**src/rtl/fp_add_pkg.sv**
```systemverilog
// fp_add_pkg: shared widths and in_sum bit positions for the FP adder post-add stage
package fp_add_pkg;
    localparam int EXP_W      = 8;
    localparam int MAN_W      = 23;
    localparam int SUM_W      = MAN_W + 5;
    localparam int BIAS       = (1 << (EXP_W - 1)) - 1;
    localparam int EXP_MAX    = (1 << EXP_W) - 1;
    localparam int CARRY_BIT  = MAN_W + 4;
    localparam int HIDDEN_BIT = MAN_W + 3;
    localparam int G_BIT      = 2;
    localparam int R_BIT      = 1;
    localparam int S_BIT      = 0;
endpackage

```
**src/rtl/fp_add_norm_round_if.sv**
```systemverilog
// fp_add_norm_round_if: input beat and result handshake bundle of the post-add stage
interface fp_add_norm_round_if #(
    parameter int EXP_W = fp_add_pkg::EXP_W,
    parameter int MAN_W = fp_add_pkg::MAN_W
);
    logic                   in_valid;
    logic                   in_ready;
    logic                   in_sign;
    logic [EXP_W-1:0]       in_exp;
    logic [MAN_W+4:0]       in_sum;
    logic                   out_valid;
    logic                   out_ready;
    logic [EXP_W+MAN_W:0]   out_result;
    logic                   out_overflow;
    logic                   out_inexact;

    modport master (
        output in_valid, in_sign, in_exp, in_sum, out_ready,
        input  in_ready, out_valid, out_result, out_overflow, out_inexact
    );

    modport slave (
        input  in_valid, in_sign, in_exp, in_sum, out_ready,
        output in_ready, out_valid, out_result, out_overflow, out_inexact
    );
endinterface

```
**src/rtl/fp_add_norm_round_lzc.sv**
```systemverilog
// lzc: leading-zero count of i_data from the MSB; an all-zero input reports W
module lzc #(
    parameter int W  = 24,
    parameter int CW = $clog2(W + 1)
) (
    input  logic [W-1:0]  i_data,
    output logic [CW-1:0] o_cnt
);
    // scan upward so the highest set bit has the final say
    always_comb begin
        o_cnt = CW'(W);
        for (int i = 0; i < W; i++)
            if (i_data[i]) o_cnt = CW'(W - 1 - i);
    end
endmodule

```
**src/rtl/fp_add_norm_round.sv**
```systemverilog
// fp_add_norm_round: normalise, round-to-nearest-even and pack the adder's raw significand sum
module fp_add_norm_round #(
    parameter int EXP_W = fp_add_pkg::EXP_W,
    parameter int MAN_W = fp_add_pkg::MAN_W
) (
    input logic                clk,
    input logic                rst_n,
    fp_add_norm_round_if.slave bus
);
    import fp_add_pkg::*;

    localparam int CB = MAN_W + 4;           // carry position in in_sum
    localparam int NW = MAN_W + 4;           // significand plus G/R/S
    localparam int LW = $clog2(MAN_W + 2);   // leading-zero count range 0..MAN_W+1
    localparam int LSB = G_BIT + 1;          // significand LSB inside the normalised word

    logic [LW-1:0]        w_lz;
    logic [EXP_W:0]       w_em1, w_lzx, w_k, w_exp1, w_exp2;
    logic [NW-1:0]        w_norm;
    logic                 w_zero, w_sub1, w_s1_adv, w_s2_adv, w_inc, w_ovf;
    logic [MAN_W+1:0]     w_sig_rnd;
    logic [MAN_W:0]       w_sig;
    logic [EXP_W-1:0]     w_exp_pack;

    logic                 r_s1_valid, r_s1_sign, r_s1_sub;
    logic [EXP_W:0]       r_s1_exp;
    logic [NW-1:0]        r_s1_norm;
    logic                 r_s2_valid, r_s2_ovf, r_s2_inex;
    logic [EXP_W+MAN_W:0] r_s2_result;

    assign w_s2_adv = !r_s2_valid || bus.out_ready;
    assign w_s1_adv = w_s2_adv || !r_s1_valid;

    lzc #(.W(MAN_W + 1)) u_lzc (
        .i_data (bus.in_sum[MAN_W+3:LSB]),
        .o_cnt  (w_lz)
    );

    // S1: carry shifts right one place; otherwise shift left, but never past exponent 1
    assign w_zero = bus.in_sum == '0;
    assign w_em1  = {1'b0, bus.in_exp} - 1'b1;
    assign w_lzx  = (EXP_W+1)'(w_lz);
    assign w_k    = w_lzx < w_em1 ? w_lzx : w_em1;
    assign w_sub1 = w_zero || (w_k < w_lzx);
    assign w_norm = bus.in_sum[CB] ? {bus.in_sum[CB:R_BIT+1], |bus.in_sum[R_BIT:S_BIT]}
                                   : bus.in_sum[NW-1:0] << w_k;
    assign w_exp1 = w_zero ? '0 : bus.in_sum[CB] ? {1'b0, bus.in_exp} + 1'b1 : {1'b0, bus.in_exp} - w_k;

    // S2: round to nearest even, renormalise a rounding carry, flag overflow
    assign w_inc      = r_s1_norm[G_BIT] & (r_s1_norm[R_BIT] | r_s1_norm[S_BIT] | r_s1_norm[LSB]);
    assign w_sig_rnd  = {1'b0, r_s1_norm[NW-1:LSB]} + (MAN_W+2)'(w_inc);
    assign w_sig      = w_sig_rnd[MAN_W+1] ? {1'b1, {MAN_W{1'b0}}} : w_sig_rnd[MAN_W:0];
    assign w_exp2     = r_s1_exp + (EXP_W+1)'(w_sig_rnd[MAN_W+1]);
    assign w_ovf      = w_exp2 >= (EXP_W+1)'((1 << EXP_W) - 1);
    assign w_exp_pack = (r_s1_sub && !w_sig[MAN_W]) ? '0 : w_exp2[EXP_W-1:0];

    // S1 register: take a new beat whenever the stage can move forward
    always_ff @(posedge clk or negedge rst_n) begin
        if (!rst_n) begin
            r_s1_valid <= 1'b0;
            r_s1_sign  <= 1'b0;
            r_s1_sub   <= 1'b0;
            r_s1_exp   <= '0;
            r_s1_norm  <= '0;
        end else if (w_s1_adv) begin
            r_s1_valid <= bus.in_valid;
            if (bus.in_valid) begin
                r_s1_sign <= bus.in_sign & ~w_zero;
                r_s1_sub  <= w_sub1;
                r_s1_exp  <= w_exp1;
                r_s1_norm <= w_norm;
            end
        end
    end

    // S2 register: hold the packed result until downstream takes it
    always_ff @(posedge clk or negedge rst_n) begin
        if (!rst_n) begin
            r_s2_valid  <= 1'b0;
            r_s2_ovf    <= 1'b0;
            r_s2_inex   <= 1'b0;
            r_s2_result <= '0;
        end else if (w_s2_adv) begin
            r_s2_valid <= r_s1_valid;
            if (r_s1_valid) begin
                r_s2_ovf    <= w_ovf;
                r_s2_inex   <= w_ovf | (|r_s1_norm[G_BIT:S_BIT]);
                r_s2_result <= w_ovf ? {r_s1_sign, {EXP_W{1'b1}}, {MAN_W{1'b0}}}
                                     : {r_s1_sign, w_exp_pack, w_sig[MAN_W-1:0]};
            end
        end
    end

    assign bus.in_ready     = w_s1_adv;
    assign bus.out_valid    = r_s2_valid;
    assign bus.out_result   = r_s2_result;
    assign bus.out_overflow = r_s2_ovf;
    assign bus.out_inexact  = r_s2_inex;
endmodule

```
**src/flat_wrapper.sv**
```systemverilog
// flat-port wrapper written by rule: the top's interface ports become plain ports
module fp_add_norm_round_flat import fp_add_pkg::*;
#(
    parameter int EXP_W = fp_add_pkg::EXP_W,
    parameter int MAN_W = fp_add_pkg::MAN_W
)
  (clk, rst_n, bus_in_valid, bus_in_sign, bus_in_exp, bus_in_sum, bus_out_ready, bus_in_ready, bus_out_valid, bus_out_result, bus_out_overflow, bus_out_inexact);
  fp_add_norm_round_if #(.EXP_W(EXP_W), .MAN_W(MAN_W)) bus_i ();
  input logic clk;
  input logic rst_n;
  input wire logic [$bits(bus_i.in_valid)-1:0] bus_in_valid;
  input wire logic [$bits(bus_i.in_sign)-1:0] bus_in_sign;
  input wire logic [$bits(bus_i.in_exp)-1:0] bus_in_exp;
  input wire logic [$bits(bus_i.in_sum)-1:0] bus_in_sum;
  input wire logic [$bits(bus_i.out_ready)-1:0] bus_out_ready;
  output wire logic [$bits(bus_i.in_ready)-1:0] bus_in_ready;
  output wire logic [$bits(bus_i.out_valid)-1:0] bus_out_valid;
  output wire logic [$bits(bus_i.out_result)-1:0] bus_out_result;
  output wire logic [$bits(bus_i.out_overflow)-1:0] bus_out_overflow;
  output wire logic [$bits(bus_i.out_inexact)-1:0] bus_out_inexact;
  assign bus_i.in_valid = bus_in_valid;
  assign bus_i.in_sign = bus_in_sign;
  assign bus_i.in_exp = bus_in_exp;
  assign bus_i.in_sum = bus_in_sum;
  assign bus_i.out_ready = bus_out_ready;
  assign bus_in_ready = bus_i.in_ready;
  assign bus_out_valid = bus_i.out_valid;
  assign bus_out_result = bus_i.out_result;
  assign bus_out_overflow = bus_i.out_overflow;
  assign bus_out_inexact = bus_i.out_inexact;
  fp_add_norm_round #(.EXP_W(EXP_W), .MAN_W(MAN_W)) u_core (.clk(clk), .rst_n(rst_n), .bus(bus_i));
endmodule
```
**config.mk**
```make
export PLATFORM = sky130hd
export DESIGN_NAME = fp_add_norm_round_flat
export DESIGN_NICKNAME = d
export VERILOG_FILES = /design/src/rtl/fp_add_pkg.sv /design/src/rtl/fp_add_norm_round_if.sv /design/src/rtl/fp_add_norm_round_lzc.sv /design/src/rtl/fp_add_norm_round.sv /design/src/flat_wrapper.sv
export SDC_FILE = /design/constraint.sdc
export NUM_CORES = 1
export LEC_CHECK = 0
export BUFFER_PORTS_ARGS = -buffer_cell sky130_fd_sc_hd__buf_2
export CORE_ASPECT_RATIO = 1.75
export CORE_MARGIN = 4
export CORE_UTILIZATION = 45
export CTS_CLUSTER_SIZE = 28
export DETAILED_ROUTE_END_ITERATION = 12
export PLACE_DENSITY = 0.68
export SLEW_MARGIN = 5
export SYNTH_ARGS = -nofsm -noshare
export SYNTH_HDL_FRONTEND = slang
export SYNTH_SLANG_ARGS = --single-unit
```
**constraint.sdc**
```tcl
create_clock -name clk -period 6.81 [get_ports clk]
set_input_delay 0.681 -clock clk [delete_from_list [all_inputs] [get_ports clk]]
set_output_delay 0.681 -clock clk [all_outputs]
set_load 0.01 [all_outputs]
```
### Word-level counts from Yosys, hierarchy flattened

Cells that the tools add are included.

* add/sub/neg operators: 5
* $lt $le $gt $ge: 3
* shift operators: 1
* multiplexer cells: 31
* bitwise gates (word level): 6
* reductions and logical operators: 12

Operator list (number)
* 5-bit 2-to-1 mux: 23
* 31-bit 2-to-1 mux: 1
* 28-bit zero test: 1
* 27-bit 2-to-1 mux: 1
* 9-bit 2-to-1 mux: 3
* 27-bit by 9-bit << shifter with 27-bit output: 1
* 24-bit by 1-bit adder with 25-bit output: 1
* 24-bit 2-to-1 mux: 1
* 8-bit by 1-bit adder with 9-bit output, second input constant: 1
* 9-bit by 1-bit adder with 9-bit output: 1
* 9-bit by 8-bit greater-or-equal comparator with 1-bit output, second input constant: 1
* 5-bit by 9-bit < comparator with 1-bit output: 1
* 9-bit by 5-bit < comparator with 1-bit output: 1
* 8-bit by 1-bit subtractor with 9-bit output, second input constant: 1
* 8-bit by 9-bit subtractor with 9-bit output: 1
* 8-bit 2-to-1 mux: 1
* 4-bit 2-to-1 mux: 1
* 2-bit AND reduction: 2
* 1-bit zero test: 3
* 1-bit logical OR: 3
* 1-bit OR: 3
* 3-bit OR reduction: 1
* 1-bit bitwise AND: 2
* 2-bit OR reduction: 1
* other kinds (2): 2

* register bits: 74
* input bits: 41
* output and inout bits: 36
* logic and storage cells: 67

### Depth between registers and ports, before layout

* word-level depth: 29
* gate-level depth with buffers: 27
* mapped depth without buffers: 25

### Modules after synthesis

From an unflattened synthesis, not the netlist that was laid out.

* cells, all modules: 810
* area total of the unflattened synthesis: 6454.9 µm²

Modules (own cells, without submodules)
* fp_add_norm_round: times used 1, cells an instance 762, area each 6189.7 µm², sequential area each 1851.8 µm²
* lzc: times used 1, cells an instance 48, area each 265.3 µm², sequential area each 0.0 µm²

### Worst setup path after synthesis

OpenSTA, ideal clock, no wires.

* path kind: input to register
* start: input bus_in_sum[11]
* end: register u_core.r_s1_exp[7]
* setup time: 0.121 ns
* arrival: 5.470 ns
* required time: 6.689 ns
* setup slack: 1.219 ns
* cell stages on the path: 25
* buffers on the path: 1
* cells stage by stage: or4_1 > nor4b_1 > nand2b_1 > inv_1 > ha_1 > a21oi_1 > o21ai_1 > or3_1 > a221oi_2 > o21ai_1 > o21ai_2 > inv_4 > buf_4 > ha_1 > nand2_1 > inv_1 > ha_1 > a21o_1 > a21o_1 > a21o_1 > a21oi_1 > o21bai_1 > a21oi_1 > xnor2_1 > a22o_1

* word-level cells in the longest chain between the ends: 21
* elaborated cells between the ends (all ways): 22
* classes of those cells: add/sub (1); order compare (1); mux (19); reduce/logical (1)

RTL lines
* start, declared: RTL line flat_wrapper.sv:14 `input wire logic [$bits(bus_i.in_sum)-1:0] bus_in_sum;`
* 5-bit 2-to-1 mux (16 in a row): RTL line fp_add_norm_round_lzc.sv:13 `if (i_data[i]) o_cnt = CW'(W - 1 - i);`
* 5-bit by 9-bit < comparator with 1-bit output: RTL line fp_add_norm_round.sv:43 `assign w_k = w_lzx < w_em1 ? w_lzx : w_em1;`
* 9-bit 2-to-1 mux: RTL line fp_add_norm_round.sv:43
* 8-bit by 9-bit subtractor with 9-bit output: RTL line fp_add_norm_round.sv:47 `assign w_exp1 = w_zero ? '0 : bus.in_sum[CB] ? {1'b0, bus.in_exp} + 1'b1 : {1'b0, bus.in_exp} - w_k;`
* 9-bit 2-to-1 mux: RTL line fp_add_norm_round.sv:47
* 9-bit 2-to-1 mux (*): RTL line fp_add_norm_round.sv:47
* end signal, assigned: RTL line fp_add_norm_round.sv:70 `r_s1_exp <= w_exp1;`
* end, declared: RTL line fp_add_norm_round.sv:26 `logic [EXP_W:0] r_s1_exp;`

Every way passes the cells marked *; elsewhere a longest branch is shown, timed or not.
A chain may end at the register's enable or synchronous reset.

### Worst setup path after layout

Ends and elaborated chain as after synthesis.

==> metrics.md <==
| Metric | Value |
|---|---|
| Final hold slack | about 0.47 ns |
| DIE HEIGHT | ~160 um |
| Row count | 55 |
| Critical Path RT | 7.03 ns |
| Max-cap check violation count | 0 |
| CTS root buffer | clkbuf_16 |
| Mean post-synth cell area | roughly 8.5 um2 |
| Crit path launch type | primary input |
| Comb pwr share | 0.338 |
| Via count | ~5,600 |
| Max Slew Vio Count | 0 |
| Post-CTS Setup Repair Bufs | 0 |
| GR Util All Layers | 0.244 |
| Sink Count | between 70 and 80 |
| Mapped Nets | around 770 |
| Clock Power Share | 0.280 |
| Clk Latency, worst-skew pair | about 0.33 ns |
| RSZ-0062 raised after global routing | false |
| Worst-Margin Slew | just under 0.9 ns |
| Nets | slightly above 800 |
| Maximum number of pins on one net before global-route repair | 75 |
| Crit path buffers/inverters | 4 |
| PD cells | about 240 nW/um2 |
| Post-DR vias/cell | around 6 |
| Ys flop type | dfrtp_1 |
| DP HPWL | about 14,000 um |
| Clock skew after layout | about 0.0073 ns |
| CP arrival | just over 6 ns |
| Post-CTS sizing | 0 |
| Most common cell after layout, fill and taps aside | buf_2 |
| First-pass GRT wire length | slightly below 30,000 um |
| Post-route cell area | approximately 6800 um2 |
| Post-CTS Hold Fix Bufs | 0 |
| Post-synth top area share | 0.308 |
| Initial core utilization | 0.462 |
| #FFs+latches synth | 74 |
| Remaining DRCs | 0 |
| Area Growth Syn to Fin | 12.9% |
| Placed Cells | about 900 |
| CTS buffer count | 9 |
| Critical Path End Type | flip-flop |
| WS Path Type | in2reg |
| GRT overflow | 0 |
| DRT iter0 DRCs | just over 400 |
| Rel. slew slack | 0.406 |
| Diodes inserted | 0 |
| Critical path's top delay family | compound AO/OA/AOI/OAI gates |
| Post-Synthesis Cells | 704 |
| Core box area | between 10,000 and 15,000 um2 |
| Min-delay worst type | reg2reg |
| Number of flops mapped to enable cells by yosys | 0 |
| Switching power share of the total | 0.348 |
| TritonCTS clock tree | built |
| Final antenna-violating net count | 0 |
| Initial antenna violation count | 0 |
| Register area share after synthesis | 0.308 |
| Post-synth design cell area | about 6000 um2 |
| Final Hold Fails | 0 |
| Sequential share of power | 0.383 |
| DRT Wirelength | around 18,000 um |
| Synth Warn # | 0 |
| Worst vdd ir | 93.0 uV |
| Highest clock rate | around 170 MHz |
| Slowest stage delay, CP | about 0.73 ns |
| DP Area | ~6500 um2 |
| Post-synth cell types | between 70 and 80 |
| Final setup vio count | 0 |
| Vias in the first global route | 5,612 |
| Layout cells sized above 1 | 0.172 |
| Int Pwr | 0.00107 W |
| NetSw | 0.000568 W |
| Most frequent cells in the layout | 76 x buf_2, 74 x dfrtp_1, 73 x nor2_1, 72 x nand2_1, 59 x mux2i_1 |
| P_leak | between 3 and 4 nW |
| Chip Width | between 90 and 100 um |
| First-pass DRT Iterations | 6 |
| Buffers added on ports | 76 |
| Crit path max fanout | 8 |
| Routability cong. | 0.953 |
| Outcome | completed |
| Final worst-path cycle share | 0.882 |
| Final min period | 6.01 ns |
| Yosys top cell by area | dfrtp_1 |
| Post-route insts no fill | between 900 and 1,000 |
| CP max-delay cell | nor4b_1 |
| H-tree depth | 3 |
| Total I/O pin count | between 70 and 80 |
| Drt wl/cell | roughly 20 um |
| Dominant cells by area after synthesis | dfrtp_1 31%, mux2i_1 9.8%, nor2_1 4.6% |
| Post-synth ARST share | 1.00 |
| Bufs on Longest Clock Path | 2 |
| Clock-pin transition on the worst setup and hold timing paths | roughly 0.050 ns |
| Setup TNS | 0 ns |
| Full die area | roughly 15,000 um2 |
-- metrics by stage --
step	utilization	power, W	setup WS [ns]
final	0.521	0.00164	0.801
after global routing	0.521	0.00174	0.422
after CTS	0.521	0.00165	0.814
after detailed placement	0.499	0.00118	0.510
after global placement	0.499	0.00117	0.676
after floorplan	-	0.000988	1.22
-- synth_stat cells, types with 6 or more instances --
library cell,number
nor2_1,73
and2_1,9
o22ai_1,7
a31oi_1,8
o21ai_0,47
a21oi_1,35
and3_1,14
inv_1,19
ha_1,20
mux2i_1,59
a221oi_1,12
a21o_1,9
nand3_1,20
nor3_1,6
o22a_1,6
nand2_1,72
dfrtp_1,74
clkbuf_1,25
xor2_1,18
a22o_1,11
mux2_2,12
xnor2_1,24
nand2b_1,12
buf_2,6
nor4_1,7
-- cell type report --
cell class,instances,area (um2)
inverter,24,92.6
clock buffer,10,239
fill,1244,6230
clock inverter,5,55.1
tap,171,214
timing repair buffer,87,463
multi-input combinational,567,3860
sequential,74,1850
-- sequential cells by signal, summed over array words and instances (netlist names) --
| name | cells |
|---|---|
| u_core.bus.out_inexact | 1 |
| u_core.bus.out_overflow | 1 |
| u_core.bus.out_result | 32 |
| u_core.bus.out_valid | 1 |
| u_core.r_s1_exp | 9 |
| u_core.r_s1_norm | 27 |
| u_core.r_s1_sign | 1 |
| u_core.r_s1_sub | 1 |
| u_core.r_s1_valid | 1 |
-- layer usage --
layer,vias up,share of wire,track usage,routed length [um]
met1,2654,0.38,0.283,6960
li1,2688,-,-,-
met5,-,0,0,0
met3,49,0.053,0.0244,972
met4,0,0.047,0.134,867
met2,218,0.52,0.427,9540
-- power groups by stage --
| stage | logic, W | clock network, W | registers (W) |
|---|---|---|---|
| final | 0.000552 | 0.000457 | 0.000626 |
| after detailed placement | 0.000550 | 0 | 0.000634 |
| after floorplan | 0.000340 | 0 | 0.000648 |
| after global routing | 0.000609 | 0.000487 | 0.000640 |
| after CTS | 0.000554 | 0.000467 | 0.000627 |
| after global placement | 0.000544 | 0 | 0.000627 |
-- worst min-delay path: stages (launching register included) --
cell and delay [ns]:
dfrtp_1 0.33, nand2_1 0.04, o21ai_0 0.06
-- final timing paths --
kind / startpoint / slack, ns / endpoint / cells past startpoint
worst max-delay path: bus_in_sum[11] / 0.80 / u_core.r_s1_exp[7] / 25
worst min-delay path: u_core.bus.out_result[3] / 0.47 / u_core.bus.out_result[3] / 2
worst max register to register: u_core.r_s1_norm[2] / 2.34 / u_core.bus.out_result[6] / 18
worst min register to register: u_core.bus.out_result[3] / 0.47 / u_core.bus.out_result[3] / 2
max in group asynchronous: rst_n / 5.66 / u_core.bus.out_result[9] / 2
min in group asynchronous: rst_n / 0.56 / u_core.bus.out_result[29] / 2
-- kinds of logic after synthesis --
logic type	after synthesis	share of synthesized area
and+or+nand+nor	239	0.189
adders and majority gates	21	0.0450
AOI/OAI and AO/OA	192	0.223
DFF	74	0.308
buffers and inverters	63	0.0481
xor gates and xnor gates	42	0.0613
muxes	73	0.125
No activity file was read; power rests on OpenSTA's default activity.
